<file path="src/rtl/fifo_ctrl_pkg.sv">
// Shared types and constants for the byte-queue control blocks.
package fifo_ctrl_pkg;

    typedef enum logic {
        IDLE  = 1'b0,
        GRANT = 1'b1
    } state_t;

    localparam int DEF_DW      = 8;
    localparam int QUEUE_DEPTH = 256;
    localparam int STALL_W     = 16;

endpackage

</file>
<file path="src/rtl/fifo_write_arbiter_rr_pick.sv">
// Combinational round-robin search: first valid index strictly after 'last',
// wrapping modulo N (not modulo 2^IW).
module rr_pick #(
    parameter int N  = 4,
    parameter int IW = 2
) (
    input  logic [N-1:0]  valid,
    input  logic [IW-1:0] last,
    output logic          found,
    output logic [IW-1:0] idx
);

    logic [IW-1:0] cand [N];

    // cand[k] = (last + k + 1) mod N; last < N so one conditional subtract suffices
    generate
        for (genvar gi = 0; gi < N; gi++) begin : g_cand
            logic [IW:0] sum;
            assign sum       = {1'b0, last} + (IW+1)'(gi + 1);
            assign cand[gi]  = (sum >= (IW+1)'(N)) ? IW'(sum - (IW+1)'(N)) : IW'(sum);
        end
    endgenerate

    always_comb begin
        found = 1'b0;
        idx   = last;
        for (int k = N - 1; k >= 0; k--) begin
            if (valid[cand[k]]) begin
                found = 1'b1;
                idx   = cand[k];
            end
        end
    end

endmodule

</file>
<file path="src/rtl/fifo_write_arbiter.sv">
// Round-robin, burst-bounded sharing of the byte queue write port among
// N_REQ producers, plus ce-gated read strobe for the consumer drain request.
module fifo_write_arbiter
    import fifo_ctrl_pkg::*;
#(
    parameter int N_REQ = 4,
    parameter int DW    = DEF_DW,
    parameter int BURST = 4,
    parameter int OW    = $clog2(N_REQ)
) (
    input  logic                 clk,
    input  logic                 rst,
    input  logic                 ce,
    input  logic [N_REQ-1:0]     req_valid,
    input  logic [N_REQ*DW-1:0]  req_data,
    output logic [N_REQ-1:0]     req_ready,
    input  logic                 fifo_full,
    input  logic                 fifo_empty,
    output logic                 fifo_wr_en,
    output logic [DW-1:0]        fifo_wr_data,
    input  logic                 drain_req,
    output logic                 fifo_rd_en,
    output logic [OW-1:0]        owner,
    output logic                 busy,
    output logic [STALL_W-1:0]   stall_cnt
);

    localparam int BW = $clog2(BURST) + 1;

    state_t               state_q, state_d;
    logic [OW-1:0]        owner_q, owner_d;
    logic [BW-1:0]        beat_q, beat_d;
    logic [STALL_W-1:0]   stall_q, stall_d;

    logic [DW-1:0]        data_arr [N_REQ];
    logic                 pick_found;
    logic [OW-1:0]        pick_idx;
    logic                 owner_valid;
    logic                 last_beat;
    logic                 accept;

    generate
        for (genvar gi = 0; gi < N_REQ; gi++) begin : g_unpack
            assign data_arr[gi] = req_data[gi*DW +: DW];
        end
    endgenerate

    rr_pick #(
        .N  (N_REQ),
        .IW (OW)
    ) u_pick (
        .valid (req_valid),
        .last  (owner_q),
        .found (pick_found),
        .idx   (pick_idx)
    );

    assign owner_valid = req_valid[owner_q];
    assign last_beat   = (beat_q == BW'(BURST - 1));
    // rst gating keeps the strobes quiet in a reset cycle that lands mid-burst
    assign accept      = ~rst & ce & (state_q == GRANT) & owner_valid & ~fifo_full;

    always_ff @(posedge clk) begin
        if (rst) begin
            state_q <= IDLE;
            owner_q <= OW'(N_REQ - 1);
            beat_q  <= '0;
            stall_q <= '0;
        end else begin
            state_q <= state_d;
            owner_q <= owner_d;
            beat_q  <= beat_d;
            stall_q <= stall_d;
        end
    end

    always_comb begin
        state_d = state_q;
        owner_d = owner_q;
        beat_d  = beat_q;
        stall_d = stall_q;
        if (ce) begin
            unique case (state_q)
                IDLE: begin
                    if (pick_found) begin
                        owner_d = pick_idx;
                        beat_d  = '0;
                        state_d = GRANT;
                    end
                end
                GRANT: begin
                    // owner is kept on release so the next search starts past it
                    if (!owner_valid) begin
                        state_d = IDLE;
                    end else if (fifo_full) begin
                        if (stall_q != '1) begin
                            stall_d = stall_q + STALL_W'(1);
                        end
                    end else if (last_beat) begin
                        state_d = IDLE;
                        beat_d  = '0;
                    end else begin
                        beat_d = beat_q + BW'(1);
                    end
                end
                default: state_d = IDLE;
            endcase
        end
    end

    always_comb begin
        req_ready = '0;
        fifo_wr_en = 1'b0;
        if (accept) begin
            req_ready[owner_q] = 1'b1;
            fifo_wr_en         = 1'b1;
        end
        fifo_wr_data = data_arr[owner_q];
        fifo_rd_en   = ~rst & ce & drain_req & ~fifo_empty;
        busy         = (state_q == GRANT);
        owner        = owner_q;
        stall_cnt    = stall_q;
    end

endmodule

</file>
<file path="config.mk">
export PLATFORM = sky130hd
export DESIGN_NAME = fifo_write_arbiter
export DESIGN_NICKNAME = d
export VERILOG_FILES = /design/src/rtl/fifo_ctrl_pkg.sv /design/src/rtl/fifo_write_arbiter_rr_pick.sv /design/src/rtl/fifo_write_arbiter.sv
export SDC_FILE = /design/constraint.sdc
export NUM_CORES = 1
export LEC_CHECK = 0
export CAP_MARGIN = 0
export CORE_UTILIZATION = 35
export CTS_BUF_LIST = sky130_fd_sc_hd__clkbuf_8
export DETAILED_ROUTE_END_ITERATION = 8
export PLACE_DENSITY = 0.84
export SKIP_LAST_GASP = 1
export SLEW_MARGIN = 25
export SYNTH_ARGS = -nofsm -noshare
export SYNTH_HDL_FRONTEND = slang
export SYNTH_SLANG_ARGS = --single-unit
</file>
<file path="constraint.sdc">
create_clock -name clk -period 1.7 [get_ports clk]
set_input_delay 0.34 -clock clk [delete_from_list [all_inputs] [get_ports clk]]
set_output_delay 0.34 -clock clk [all_outputs]
set_load 0.02 [all_outputs]
</file>
### Word level (Yosys, flattened, before mapping)

Index checks and enable logic that the tools add are counted.
Widths: inputs -> output; s select.

* reduce and logical (&&, ||, !) cells: 5
* eq/ne operators: 5
* bitwise operators: 11
* add/sub/neg operators: 10
* muxes and demuxes: 39
* order comparisons: 11

Operator list (count)
* $add 16x1->16 const B: 1
* $bmux 8 s2: 1
* $mux 2: 8
* $mux 8: 2
* $ne 16x16->1 const B: 1
* $ge 3x3->1 const B: 5
* $lt 2x3->1 const B: 5
* $mux 1: 15
* $mux 3: 4
* $bmux 1 s2: 5
* $reduce_and 4->1: 2
* $sub 2x1->2 const B: 4
* $add 2x2->3 const B: 2
* $and 1x1->1: 6
* $pmux 3 s2: 1
* $reduce_and 5->1: 1
* $mux 4: 1
* $ne 2x2->1 const B: 2
* $not 1->1: 4
* $reduce_bool 4->1: 1
* $add 2x1->3 const B: 1
* $add 2x3->3 const B: 1
* $add 3x1->3 const B: 1
* $eq 3x2->1 const B: 1
* 6 further kinds: 6

* register bits after elaboration: 22
* word-level logic and storage cells: 85
* input port bits: 42

### Logic depth before layout (Yosys ltp)

* word-level depth: 11
* mapped depth: 7

### By module

From an unflattened synthesis, not the netlist that was laid out.

* cell total of the unflattened synthesis: 169
* area, all modules: 1540.2 um^2

By module, submodules not included
* fifo_write_arbiter: seq. area each 440.4 um^2, cells each 155, area each 1457.6 um^2, instances 1
* rr_pick: seq. area each 0.0 um^2, cells each 14, area each 82.6 um^2, instances 1

### Worst setup path before layout

Ideal clock, no wire load.

* path type: reg-to-output
* start: register owner_q[0] (netlist: owner[0])
* end: output port req_ready[0]
* stages on the path, launching flop included: 6
* data required time: 1.360 ns
* slack: -0.322 ns
* arrival: 1.682 ns
* path buffers: 1
* cell sequence: dfxtp_1 > buf_6 > mux4_2 > nand4b_2 > nor2_2 > and2_1

* word-level cells in the longest chain between the ends: 5
* elaborated cells between the ends (all ways): 10
* those cells by class: order compare: 2; mux: 5; bitwise: 2; reduce/logical: 1

RTL lines
* from (decl): RTL line fifo_write_arbiter.sv:31 `logic [OW-1:0] owner_q, owner_d;`
* from (signal assigned): RTL line fifo_write_arbiter.sv:66 `owner_q <= OW'(N_REQ - 1);`
* from (signal assigned): RTL line fifo_write_arbiter.sv:71 `owner_q <= owner_d;`
* $lt 2x3->1 (implied by the code), or another cell as far along: RTL line fifo_write_arbiter.sv:115 `req_ready[owner_q] = 1'b1;`
* $logic_and 1x1->1 (implied by the code) or $mux 1 (tied branches): RTL line fifo_write_arbiter.sv:115, fifo_write_arbiter.sv:58
* $mux 1 (implied by the code) or $and 1x1->1 (tied branches): RTL line fifo_write_arbiter.sv:115, fifo_write_arbiter.sv:61
* $demux 1 s2 or $and 1x1->1 (tied branches): RTL line fifo_write_arbiter.sv:115, fifo_write_arbiter.sv:61
* $mux 4 *: RTL line fifo_write_arbiter.sv:114 `if (accept) begin`
* to (decl): RTL line fifo_write_arbiter.sv:16 `output logic [N_REQ-1:0] req_ready,`

Mark *: on every way between the ends. The rest lies on a longest branch, timed or not. The select of a mux whose other input is x is not followed.

### Final worst setup path

Same ends and word-level chain as after synthesis.

==> results.py <==
metrics = {
    "status": {
        "status": "finished, violations left",
        "violations": "negative setup slack",
    },
    "power_and_ir_drop": {
        "seq_power_share_pct": 31.4,
        "intPower_mw": 1.22,
        "p_sw_uw": 478,
        "vdd_ir_drop_max_mv": 0.485,
        "p_per_area_nw_per_um2": 557,
        "combPwrFrac_pct": 39.7,
        "p_sw_share_pct": 28.2,
        "p_leak_nw": 1.43,
        "p_total_mw": 1.70,
        "clkPwrFrac_pct": 28.9,
    },
    "job": {
        "maxCapViolCount": 0,
    },
    "synthesis": {
        "ys_seq_area_share_pct": 28.1,
        "synthesis.area_sq_um": 1570,
        "netlist_top_cells_count": "dfxtp_1, nor2_1, xnor2_1",
        "ys_ff_latch": 22,
        "synth.area.top_cells": "dfxtp_1, mux4_2, xnor2_1, nor2_1, ha_1",
        "synth_top_area_share_pct": 28.1,
        "synth-edff-count": 0,
        "yosysMostFrequentCell": "dfxtp_1",
        "synth_fp_nets": 217,
        "ys.flop_type": "dfxtp_1",
        "yosysTopAreaCell": "dfxtp_1",
        "postSynthCellCount": 169,
        "ys_async_sr_fraction_pct": 0,
        "synth_cell_types": 44,
        "synth_warnings": 0,
        "avgSynthCellArea_sq_um": 9.26,
    },
    "routing": {
        "vias": 1892,
        "top_layer": "met4",
        "viasPerCell": 5.53,
        "wl_met3_um": 278,
        "routedWlPerCell_um": 18.1,
        "first_pass_iters": 4,
        "wl_met2_mm": 3.29,
        "drt_iter0_drc": 109,
        "ant_nets": 0,
        "routedLengthMet1_mm": 2.46,
        "wirelength_mm": 6.19,
        "remaining_drc_errors": 0,
    },
    "cts": {
        "clk_latency_ns": 0.26,
        "cts_tree": "yes",
        "cts_htree_levels": 1,
        "cts_buffer_depth": 2,
        "ctsHoldBuffers": 0,
        "cts_buffers": 3,
        "clock-sinks": 22,
        "clockRootBuffer": "clkbuf_8",
        "cts.reportedPaths.clkPinSlew_ns": 0.08,
    },
    "global_routing": {
        "grt_pass1_vias": 1877,
        "grt_usage_pct": 27.0,
        "antenna_found_initial": 0,
        "grt_pass1_wl_mm": 9.30,
        "grt_max_degree": 21,
        "globalRoute.totalOverflow": 0,
    },
    "timing": {
        "tns_ns": -5.61,
        "final-max-slew-violation-count": 0,
        "fin_crit_ns": 2.10,
        "grt_setup_unrepaired": "yes",
        "final-hold-violation-count": 0,
        "clock_skew_ns": 0.00315,
        "finalSetupViolations": 30,
        "worst_slew_pin_slew_ns": 0.381,
        "fmax_mhz": 476,
        "fin_crit_sh_pct": 124,
        "fin_ws_ns": -0.401,
        "worst_hold_slack_ns": 0.473,
        "slew-limit-headroom_pct": 74.5,
    },
    "worst_setup_path": {
        "crit_path_end_kind": "output pin",
        "critPathRequiredTime_ns": 1.36,
        "cp_common_cell": "buf_6",
        "path_cells": "mux4_2, nand4b_4, nor2_4, buf_6, and2_4, buf_6",
        "critical_path_depth": 6,
        "worstSetupStartpointType": "register",
        "slowest_stage": "mux4_2",
        "crit_start": "owner[0]",
        "r2r_cells": 10,
        "arrival_ns": 1.76,
        "reg2reg_slack_ns": -0.29,
        "reg2reg_from": "owner[0]",
        "critPathKind": "reg2out",
        "r2r_end": "owner[1]",
        "endpoint": "req_ready[0]",
        "crit_path_max_incr_delay_ns": 0.55,
        "critPathTopFamily": "multiplexers",
        "crit_buf_inv": 2,
        "crit_fanout": 5,
    },
    "die": {
        "dieArea_sq_um": 4740,
        "rows": 23,
        "coreArea_sq_um": 4140,
        "dieHeight_um": 68.9,
        "initial_core_util_pct": 37.8,
        "die_x_um": 68.9,
        "io_pins": 75,
    },
    "placed_design": {
        "io_buffers": 74,
        "place_congestion": 0.855,
        "preCtsSetupSlack_ns": -0.913,
        "dp_hpwl_mm": 3.89,
        "dpl.cell_count": 322,
        "dpl_cell_area_sq_um": 2640,
    },
    "layout": {
        "drive_gt1_share_pct": 40.5,
        "fin_util_pct": 73.6,
        "final_area_sq_um": 3050,
        "stdcell_count": 342,
        "nets": 340,
        "syn_to_final_growth_pct": 94.7,
    },
    "hold_path": {
        "worst_hold_path_type": "reg2reg",
    },
}
what timing repair did:
item,in CTS,in global routing
endpoints found under the setup margin,34,44
pin swaps,19,9
cloned,0,0
setup buffers,14,2
resized for setup,112,36
cell families (layout without fill, tap and decap cells):
kind of cell    after synthesis  after routing  share of synthesized area (%)
flops                        22             22                           28.1
xor+xnor                     11             11                           6.15
other cells                   0              1                              0
buf+inv                      13            135                           3.76
compound gates               21             21                           8.07
simple gates                 80             80                           31.5
mux                          16             16                           17.6
fa+ha+maj                     6              6                           4.80
power by group through the flow:
stage / clock network [mW] / logic, mW / registers (mW)
finish: 0.491 / 0.673 / 0.532
floorplan: 0 / 0.247 / 0.557
detailed placement: 0 / 0.526 / 0.544
global route: 0.527 / 0.707 / 0.533
CTS: 0.500 / 0.630 / 0.531
global placement: 0 / 0.515 / 0.543
layout by cell type (no fill, tap or decap), types with 2 or more instances in the layout:
cell type        netlist  layout
clkdlybuf4s50_1        0      40
buf_4                  0      39
buf_6                  1      22
nor2_1                21      20
dfxtp_1               22      18
dlymetal6s2s_1         0      11
mux4_2                 9       9
nand4_1                9       9
xnor2_1               10       9
dlygate4sd2_1          0       8
nor3_2                 0       6
nand2_1                6       6
o21ai_0                6       6
inv_1                  6       5
nand3_1                5       5
mux2i_1                5       5
ha_1                   6       5
and2_4                 0       4
a21oi_1                7       4
nor2b_1                4       4
nor3_1                 9       3
a21oi_2                0       3
nor4b_4                0       3
clkbuf_8               0       3
buf_2                  2       3
nor2_4                 1       2
and4_1                 2       2
nand2b_1               2       2
a211oi_2               0       2
mux2_4                 0       2
dfxtp_4                0       2
dfxtp_2                0       2
area by class of cell:
| class | count | area [sq um] |
|---|---|---|
| tap | 50 | 62.6 |
| sequential | 22 | 450 |
| clock inverter | 1 | 30.0 |
| fill | 268 | 1100 |
| inverter | 6 | 25.0 |
| antenna | 1 | 2.50 |
| clock buffer | 3 | 41.3 |
| multi-input combinational | 134 | 1240 |
| timing repair buffer | 125 | 1200 |
how the worst min path moves through the flow:
stage | start | end | slack [ns] | depth (start not counted)
2_1_floorplan | beat_q[1] | beat_q[1] | 0.44 | 2
4_1_cts | beat_q[2] | beat_q[2] | 0.48 | 1
6_report | beat_q[2] | beat_q[2] | 0.47 | 1
5_1_grt | beat_q[2] | beat_q[2] | 0.49 | 1
3_3_place_gp | beat_q[1] | beat_q[1] | 0.46 | 2
3_5_place_dp | beat_q[2] | beat_q[2] | 0.46 | 1
worst register-to-register path, cell delays in order (launching register included):
cell and delay, ns:
dfxtp_4 0.37, buf_4 0.13, buf_6 0.12, buf_8 0.12, buf_4 0.13, buf_6 0.12, buf_6 0.12, a31oi_1 0.20
o211ai_1 0.14, buf_4 0.17, a211o_1 0.26
per-layer routing:
metal	vias to the layer above	global-route usage (%)
met5	-	0
met4	0	8.93
met3	20	4.77
met2	70	48.1
met1	929	32.5
li1	873	-
flip-flops by register name, indices dropped and copies added, names as in the netlist:
signal and flops:
stall_cnt 16, owner 2, busy 1, beat_q 3
No activity file was read; power rests on OpenSTA's default activity.
